===== src/rtl/mips_bus_pkg.sv =====
// Shared types and constants for the MIPS load/store bus unit and its lane helper.
// The optional misalignment check is enabled by defining MIPS_LSU_ALIGN_CHECK_EN.
package mips_bus_pkg;

  typedef enum logic [1:0] {
    IDLE  = 2'b00,
    BUS   = 2'b01,
    RDATA = 2'b10,
    RESP  = 2'b11
  } lsu_state_t;

  typedef enum logic [1:0] {
    SIZE_BYTE = 2'b00,
    SIZE_HALF = 2'b01,
    SIZE_WORD = 2'b10
  } lsu_size_t;

  localparam logic [3:0] BE_NONE    = 4'b0000;
  localparam logic [3:0] BE_BYTE0   = 4'b0001;
  localparam logic [3:0] BE_HALF_LO = 4'b0011;
  localparam logic [3:0] BE_HALF_HI = 4'b1100;
  localparam logic [3:0] BE_WORD    = 4'b1111;

  // The reserved encoding 2'b11 behaves as a word access.
  function automatic lsu_size_t decode_size(input logic [1:0] raw);
    case (raw)
      2'b00:   return SIZE_BYTE;
      2'b01:   return SIZE_HALF;
      default: return SIZE_WORD;
    endcase
  endfunction

  function automatic logic is_misaligned(input lsu_size_t size, input logic [1:0] addr_lo);
    case (size)
      SIZE_BYTE: return 1'b0;
      SIZE_HALF: return addr_lo[0];
      default:   return |addr_lo;
    endcase
  endfunction

endpackage


===== src/rtl/mips_lsu_lane.sv =====
// Combinational lane logic: byteenable generation, store-data replication and
// load-data extraction with zero/sign extension (little-endian lanes).
module mips_lsu_lane
  import mips_bus_pkg::*;
(
  input  lsu_size_t   size,
  input  logic [1:0]  addr_lo,
  input  logic        sign_ext,
  input  logic [31:0] wdata,
  input  logic [31:0] rdata,
  output logic [3:0]  byteenable,
  output logic [31:0] writedata,
  output logic [31:0] rdata_ext
);

  logic [31:0] byte_shifted;
  logic [31:0] half_shifted;

  always_comb begin
    byte_shifted = rdata >> {addr_lo, 3'b000};
    half_shifted = rdata >> {addr_lo[1], 4'b0000};
    byteenable   = BE_WORD;
    writedata    = wdata;
    rdata_ext    = rdata;
    case (size)
      SIZE_BYTE: begin
        byteenable = BE_BYTE0 << addr_lo;
        writedata  = {4{wdata[7:0]}};
        rdata_ext  = {{24{sign_ext & byte_shifted[7]}}, byte_shifted[7:0]};
      end
      // addr_lo[0] is ignored for halfwords; the lane pair is picked by addr_lo[1].
      SIZE_HALF: begin
        byteenable = addr_lo[1] ? BE_HALF_HI : BE_HALF_LO;
        writedata  = {2{wdata[15:0]}};
        rdata_ext  = {{16{sign_ext & half_shifted[15]}}, half_shifted[15:0]};
      end
      default: begin
        byteenable = BE_WORD;
        writedata  = wdata;
        rdata_ext  = rdata;
      end
    endcase
  end

endmodule


===== src/rtl/mips_bus_lsu.sv =====
// Load/store unit bridging the MIPS core to an Avalon-MM master port.
// Define MIPS_LSU_ALIGN_CHECK_EN to fault misaligned halfword/word accesses.
module mips_bus_lsu
  import mips_bus_pkg::*;
(
  input  logic        clk,
  input  logic        reset,
  input  logic        req_valid,
  output logic        req_ready,
  input  logic        req_write,
  input  logic [1:0]  req_size,
  input  logic        req_signed,
  input  logic [31:0] req_addr,
  input  logic [31:0] req_wdata,
  output logic        resp_valid,
  output logic [31:0] resp_rdata,
`ifdef MIPS_LSU_ALIGN_CHECK_EN
  output logic        resp_fault,
`endif
  output logic [31:0] address,
  output logic        write,
  output logic        read,
  input  logic        waitrequest,
  output logic [31:0] writedata,
  output logic [3:0]  byteenable,
  input  logic [31:0] readdata
);

  // Handshake: a request transfers on a rising edge where req_valid && req_ready;
  // req_ready is high only in IDLE, and the unit answers each accepted request
  // with exactly one resp_valid pulse (unless reset intervenes).

  lsu_state_t  state;
  lsu_size_t   size_q;
  logic [1:0]  addr_lo_q;
  logic        signed_q;
  logic        write_q;

  lsu_size_t   req_size_dec;
  lsu_size_t   lane_size;
  logic [1:0]  lane_addr_lo;
  logic        lane_signed;
  logic [3:0]  lane_be;
  logic [31:0] lane_wdata;
  logic [31:0] lane_rdata;
  logic        req_misaligned;

  assign req_size_dec = decode_size(req_size);

`ifdef MIPS_LSU_ALIGN_CHECK_EN
  logic fault_q;
  assign req_misaligned = is_misaligned(req_size_dec, req_addr[1:0]);
  assign resp_fault     = fault_q;
`else
  assign req_misaligned = 1'b0;
`endif

  // One lane instance serves both directions: the live request in IDLE
  // (for byteenable/writedata capture) and the held request afterwards.
  always_comb begin
    lane_size    = size_q;
    lane_addr_lo = addr_lo_q;
    lane_signed  = signed_q;
    if (state == IDLE) begin
      lane_size    = req_size_dec;
      lane_addr_lo = req_addr[1:0];
      lane_signed  = req_signed;
    end
  end

  mips_lsu_lane u_lane (
    .size       (lane_size),
    .addr_lo    (lane_addr_lo),
    .sign_ext   (lane_signed),
    .wdata      (req_wdata),
    .rdata      (readdata),
    .byteenable (lane_be),
    .writedata  (lane_wdata),
    .rdata_ext  (lane_rdata)
  );

  assign req_ready  = (state == IDLE);
  assign resp_rdata = (state == RDATA) ? lane_rdata : 32'h0;

  always_ff @(posedge clk) begin
    if (reset) begin
      state      <= IDLE;
      size_q     <= SIZE_BYTE;
      addr_lo_q  <= 2'b00;
      signed_q   <= 1'b0;
      write_q    <= 1'b0;
      address    <= 32'h0;
      writedata  <= 32'h0;
      byteenable <= BE_NONE;
      read       <= 1'b0;
      write      <= 1'b0;
      resp_valid <= 1'b0;
`ifdef MIPS_LSU_ALIGN_CHECK_EN
      fault_q    <= 1'b0;
`endif
    end else begin
      case (state)
        IDLE: begin
          resp_valid <= 1'b0;
          if (req_valid) begin
            size_q    <= req_size_dec;
            addr_lo_q <= req_addr[1:0];
            signed_q  <= req_signed;
            write_q   <= req_write;
            if (req_misaligned) begin
              state      <= RESP;
              resp_valid <= 1'b1;
`ifdef MIPS_LSU_ALIGN_CHECK_EN
              fault_q    <= 1'b1;
`endif
            end else begin
              state      <= BUS;
              address    <= {req_addr[31:2], 2'b00};
              byteenable <= lane_be;
              writedata  <= req_write ? lane_wdata : 32'h0;
              read       <= ~req_write;
              write      <= req_write;
            end
          end
        end
        BUS: begin
          if (!waitrequest) begin
            state      <= write_q ? RESP : RDATA;
            resp_valid <= 1'b1;
            address    <= 32'h0;
            byteenable <= BE_NONE;
            writedata  <= 32'h0;
            read       <= 1'b0;
            write      <= 1'b0;
          end
        end
        default: begin
          state      <= IDLE;
          resp_valid <= 1'b0;
`ifdef MIPS_LSU_ALIGN_CHECK_EN
          fault_q    <= 1'b0;
`endif
        end
      endcase
    end
  end

endmodule

===== config.mk =====
export PLATFORM = sky130hd
export DESIGN_NAME = mips_bus_lsu
export DESIGN_NICKNAME = d
export VERILOG_FILES = /design/src/rtl/mips_bus_pkg.sv /design/src/rtl/mips_lsu_lane.sv /design/src/rtl/mips_bus_lsu.sv
export SDC_FILE = /design/constraint.sdc
export NUM_CORES = 1
export LEC_CHECK = 0
export BUFFER_PORTS_ARGS = -buffer_cell sky130_fd_sc_hd__buf_2
export CORE_MARGIN = 2
export CORE_UTILIZATION = 50
export DETAILED_ROUTE_END_ITERATION = 10
export PLACE_DENSITY = 0.92
export SKIP_LAST_GASP = 1
export SYNTH_ARGS = -nofsm -noshare
export SYNTH_HDL_FRONTEND = slang
export SYNTH_HIERARCHICAL = 1
export SYNTH_SLANG_ARGS = --single-unit

===== constraint.sdc =====
create_clock -name clk -period 5.5 [get_ports clk]
set_input_delay 1.1 -clock clk [delete_from_list [all_inputs] [get_ports clk]]
set_output_delay 1.1 -clock clk [all_outputs]
set_load 0.02 [all_outputs]

== Yosys cells after proc, flatten, opt, wreduce, memory -nomap -nowiden ==
Index checks and enable logic that the tools add are counted.
Widths: inputs -> output; s select.

* Eq/ne operators: 6
* Shifts and indexed selects: 3
* Mux-type cells: 27
* Bitwise operators: 4
* Reductions and logical operators: 8

{| class="wikitable"
|+ Operator list
! kind !! number
|-
| $pmux 32 s2 || 4
|-
| $mux 32 || 5
|-
| $shr 32x5->16 || 1
|-
| $shr 32x5->8 || 1
|-
| $pmux 4 s2 || 2
|-
| $mux 4 || 3
|-
| $mux 2 || 4
|-
| $pmux 2 s2 || 2
|-
| $eq 2x1->1 const B || 3
|-
| $logic_not 2->1 || 3
|-
| $mux 1 || 5
|-
| $ne 2x2->1 const B || 2
|-
| $pmux 1 s2 || 2
|-
| $reduce_and 2->1 || 2
|-
| $shl 1x2->4 const A || 1
|-
| $reduce_and 3->1 || 1
|-
| $and 1x1->1 || 2
|-
| $eq 2x2->1 const B || 1
|-
| $not 1->1 || 2
|-
| $reduce_bool 2->1 || 1
|-
| $reduce_or 2->1 || 1
|}

* Bits in registers: 79
* Bits of input ports: 104
* Output and inout bits: 104
* Logic and storage cells: 59

== Depth between registers and ports, before layout ==
* Depth in word-level cells: 8
* Mapped depth: 10
* Mapped depth without buffers: 6

== Modules after synthesis ==
The synthesis kept the hierarchy.

{| class="wikitable"
|+ By module, submodules not included
! module !! times used !! cells each !! area an instance (um2) !! sequential area each (um2)
|-
| mips_bus_lsu || 1 || 280 || 3001.6 || 1541.5
|-
| mips_lsu_lane || 1 || 176 || 1201.2 || 0.0
|}

== Worst setup path before layout ==
Ideal clock, no wire load.

* Kind: input -> output
* Start: input req_size[1]
* End: output resp_rdata[25]
* Arrival: 2.841 ns
* Required time: 4.400 ns
* Path slack: 1.559 ns
* Stages on the path: 6
* Buffers on the path: 2
* Cells stage by stage: o41ai_1 > buf_2 > a21oi_2 > buf_4 > a21oi_1 > and2_1

* Longest elaborated chain between the ends: 6
* Elaborated cells on any way between the ends: 8
* Classes of those cells: eq/ne: 2; mux: 4; reduce/logical: 2

{| class="wikitable"
|+ RTL lines
! item !! RTL line !! source
|-
| start: declaration || mips_bus_lsu.sv:11 || <nowiki>input logic [1:0] req_size,</nowiki>
|-
| $eq 2x1->1 or $logic_not 2->1 (tied branches) || mips_bus_pkg.sv:26 || <nowiki>case (raw)</nowiki>
|-
| $pmux 2 s2 (*) || mips_bus_pkg.sv:26 ||
|-
| $mux 2 (*) || mips_bus_lsu.sv:64 || <nowiki>if (state == IDLE) begin</nowiki>
|-
| $eq 2x1->1 or $logic_not 2->1 (tied branches) || mips_lsu_lane.sv:25 || <nowiki>case (size)</nowiki>
|-
| $pmux 32 s2 (*) || mips_lsu_lane.sv:25 ||
|-
| named net lane_rdata[25] || mips_bus_lsu.sv:45 || <nowiki>logic [31:0] lane_rdata;</nowiki>
|-
| $mux 32 (*) || mips_bus_lsu.sv:83 || <nowiki>assign resp_rdata = (state == RDATA) ? lane_rdata : 32'h0;</nowiki>
|-
| end: declaration || mips_bus_lsu.sv:16 || <nowiki>output logic [31:0] resp_rdata,</nowiki>
|}

The timed path passes the listed nets; every way through them passes the cells marked *.

== Worst setup path after layout ==
* Start: register state[0]
* End: output resp_rdata[10]

* Elaborated cells on any way between the ends: 12
* Classes of those cells: eq/ne: 2; shift: 2; mux: 5; bitwise: 1; reduce/logical: 2

{| class="wikitable"
|+ RTL lines
! item !! RTL line !! source
|-
| start: declaration || mips_bus_lsu.sv:33 || <nowiki>lsu_state_t state;</nowiki>
|-
| start signal: assignment || mips_bus_lsu.sv:128 || <nowiki>state <= write_q ? RESP : RDATA;</nowiki>
|-
| $logic_not 2->1 (*) || mips_bus_lsu.sv:64 ||
|-
| $mux 2 (*) || mips_bus_lsu.sv:64 ||
|-
| named net lane_size[1] || mips_bus_lsu.sv:40 || <nowiki>lsu_size_t lane_size;</nowiki>
|-
| $eq 2x1->1 or $logic_not 2->1 (tied branches) || mips_lsu_lane.sv:25 ||
|-
| $pmux 32 s2 (*) || mips_lsu_lane.sv:25 ||
|-
| named net lane_rdata[10] || mips_bus_lsu.sv:45 ||
|-
| $mux 32 (*) || mips_bus_lsu.sv:83 ||
|}

Marked as above.

==> flow_metrics.py <==
metrics = {
    "route": {
        "wl_um": 12500,
        "firstDrtPassIters": 5,
        "ant_nets": 0,
        "drc_errors": 0,
        "dr_total_vias": 4285,
        "via_per_inst": 5.85,
        "wire_per_inst_um": 17.1,
        "drt_iter0_markers": 220,
    },
    "hold_path": {
        "worstHoldPathType": "reg2reg",
    },
    "synthesis": {
        "ys_seq_area_share_pct": 36.7,
        "synth_common_cells": "77 x dfxtp_1, 53 x a32o_1, 36 x a21oi_1",
        "ys_warn_count": 6,
        "netlist_instances": 456,
        "netlist_top_cells_area": "dfxtp_1 37%, a32o_1 13%, mux2i_1 8.1%",
        "syn-cell-area_mm2": 0.00420,
        "synth_most_common_cell": "dfxtp_1",
        "synth_edf_count": 0,
        "async_flop_share_pct": 0,
        "ys.flop_type": "dfxtp_1",
        "ys_ff_latch": 77,
        "yosysTopAreaCell": "dfxtp_1",
        "synth_top_area_share_pct": 36.7,
        "avgSynthCellArea_um2": 9.22,
        "yosysUniqueCellTypes": 40,
    },
    "grt": {
        "grtUsageMet1_pct": 27.6,
        "grt_pass1_wl_um": 18400,
        "grt_max_degree": 42,
        "grtUsageMet2_pct": 46.2,
        "grt_util_all_layers_pct": 25.9,
        "grt_pass1_vias": 3857,
        "grt.overflow.total": 0,
        "antenna_found_initial": 0,
        "globalRoute.busiestLayer": "met2",
        "met3_usage_pct": 8.70,
    },
    "clocking": {
        "cts_tree": "yes",
        "cts_repair_resize_count": 0,
        "insertion_delay_ns": 0.34,
        "root_buffer": "clkbuf_8",
        "postCtsHoldBufs": 0,
        "cts.path.max_buffers": 2,
        "htree_levels": 3,
        "clk_pin_slew_worst_paths_ns": 0.08,
        "clock-sinks": 77,
        "postCtsSetupBuffers": 0,
        "cts_buffers": 9,
    },
    "timing": {
        "finalCritPeriodShare_pct": 79.9,
        "fin_skew_ns": 0.00782,
        "setup_violations": 0,
        "max_slew.worst_pin.slew_ns": 1.20,
        "maxSlewHeadroom_pct": 20.1,
        "hold_ws_ns": 0.457,
        "max_clock_freq_mhz": 227,
        "hold_viol": 0,
        "setup_tns_ns": 0,
        "rsz0062_at_grt": "no",
        "min_period_ns": 4.40,
        "finalMaxSlewViolations": 0,
    },
    "cells_and_area": {
        "n_antenna_cell": 0,
        "fin_nets": 726,
        "drive_gt1_share_pct": 41.1,
        "syn_to_final_growth_pct": 26.2,
        "utilization_pct": 64.9,
        "nFillCells": 676,
    },
    "pwr": {
        "swShare_pct": 32.1,
        "p_per_area_mw_per_mm2": 265,
        "p_leak_nw": 2.58,
        "p_int_w": 0.000953,
        "ir_drop_v": 0.000228,
        "p_seq_share_pct": 43.6,
        "switchingPower_w": 0.000451,
        "comb_power_share_pct": 27.1,
        "clkPwrFrac_pct": 29.4,
    },
    "placed_design": {
        "dp_hpwl_um": 9210,
        "place_congestion": 0.791,
        "port-buffer-count": 205,
    },
    "floorplanning": {
        "core_area_mm2": 0.00818,
        "die_x_um": 95.7,
        "die_h_um": 95.7,
        "rows": 33,
        "die_area_mm2": 0.00915,
        "initial_core_util_pct": 51.4,
        "ios": 208,
    },
    "setup_path": {
        "path_cells": "nor2_1 -> mux2_2 -> buf_4 -> nor2_4 -> nand3_1 -> nand3_1 -> and2_1 -> buf_2",
        "critPathMaxFanout": 39,
        "crit_arrival_ns": 3.30,
        "cp-end-kind": "primary output",
        "crit_type": "reg2out",
        "worst_path_max_delay_cell": "mux2_2",
        "path_buf_inv": 2,
        "critPathTopFamily": "simple AND/OR/NAND/NOR gates",
        "max_stage_delay_ns": 0.63,
        "cp-start-kind": "flip-flop",
        "crit_top_cell": "nand3_1",
        "critPathRequiredTime_ns": 4.40,
    },
    "status": {
        "status": "finished, final reports clean",
    },
    "job": {
        "maxCapViolCount": 0,
    },
}
-- final timing paths --
| kind | slack (ns) | startpoint | to | cells after the start |
|---|---|---|---|---|
| max | 1.10 | state[0] | resp_rdata[10] | 8 |
| min | 0.46 | resp_valid | resp_valid | 2 |
| min reg2reg | 0.46 | resp_valid | resp_valid | 2 |
| max reg2reg | 2.66 | state[0] | writedata[15] | 7 |
-- through the flow --
stage / worst slack [ns] / cell area (um^2) / std cells / power [W]
2_1_floorplan: 1.56 / 4210 / 457 / 0.000889
3_3_place_gp: 1.33 / 5110 / 716 / 0.000987
3_5_place_dp: 1.23 / 5110 / 716 / 0.00100
4_1_cts: 1.13 / 5300 / 732 / 0.00141
5_1_grt: 0.851 / 5300 / 732 / 0.00147
6_report: 1.10 / 5300 / 732 / 0.00140
-- power by group through the flow --
stage               Sequential, W  Clock (W)  Combinational, W
CTS                      0.000612   0.000420          0.000377
global route             0.000616   0.000440          0.000409
finish                   0.000612   0.000412          0.000380
detailed placement       0.000625          0          0.000376
global placement         0.000622          0          0.000364
floorplan                0.000659          0          0.000230
-- logic make-up after synthesis --
family	synth area share, %
simple gates	18.6
compound gates	22.6
flops	36.7
buf+inv	7.71
mux	14.3
other cells	0.0892
-- state kept, by name, summed over array words and instances, names as in the netlist --
register    cells
resp_valid      1
writedata      32
addr_lo_q       2
read            1
write           1
signed_q        1
address        30
state           2
write_q         1
size_q          2
byteenable      4
-- per-layer routing --
metal | vias up | share of wire [%]
li1 | 2013 | -
met3 | 33 | 9.9
met5 | - | 0
met4 | 0 | 2.9
met2 | 240 | 50
met1 | 1999 | 37
-- cells in the final DEF, fill, tap and decap left out, drive strengths merged, types with 5 or more instances in the layout --
master	instances
nor2	18
clkbuf	10
mux2	21
inv	5
nand3	9
a32o	53
and3b	7
and2	33
dfxtp	77
a21oi	37
mux2i	34
o21ai	17
nand2	33
nand4	14
buf	211
nor2b	11
a221o	7
-- layout make-up --
| type | instances | area [um^2] | area share (%) |
|---|---|---|---|
| clock buffers | 10 | 128 | 2.41 |
| flip-flops and latches | 77 | 1540 | 29.1 |
| well taps | 105 | 131 | 2.48 |
| repair buffers | 211 | 1070 | 20.2 |
| multi-input cells | 318 | 2350 | 44.3 |
| inverters | 5 | 18.8 | 0.354 |
| clock inverters | 6 | 63.8 | 1.20 |
-- worst register-to-register path, cell delays in order, from the launching register on --
cell     delay [ns]
dfxtp_1        0.45
nor2_1         0.39
mux2_2         0.63
buf_4          0.34
nor2_4         0.34
mux2_2         0.39
nand4_1        0.10
mux2i_1        0.08
No activity file was read; power rests on OpenSTA's default activity.
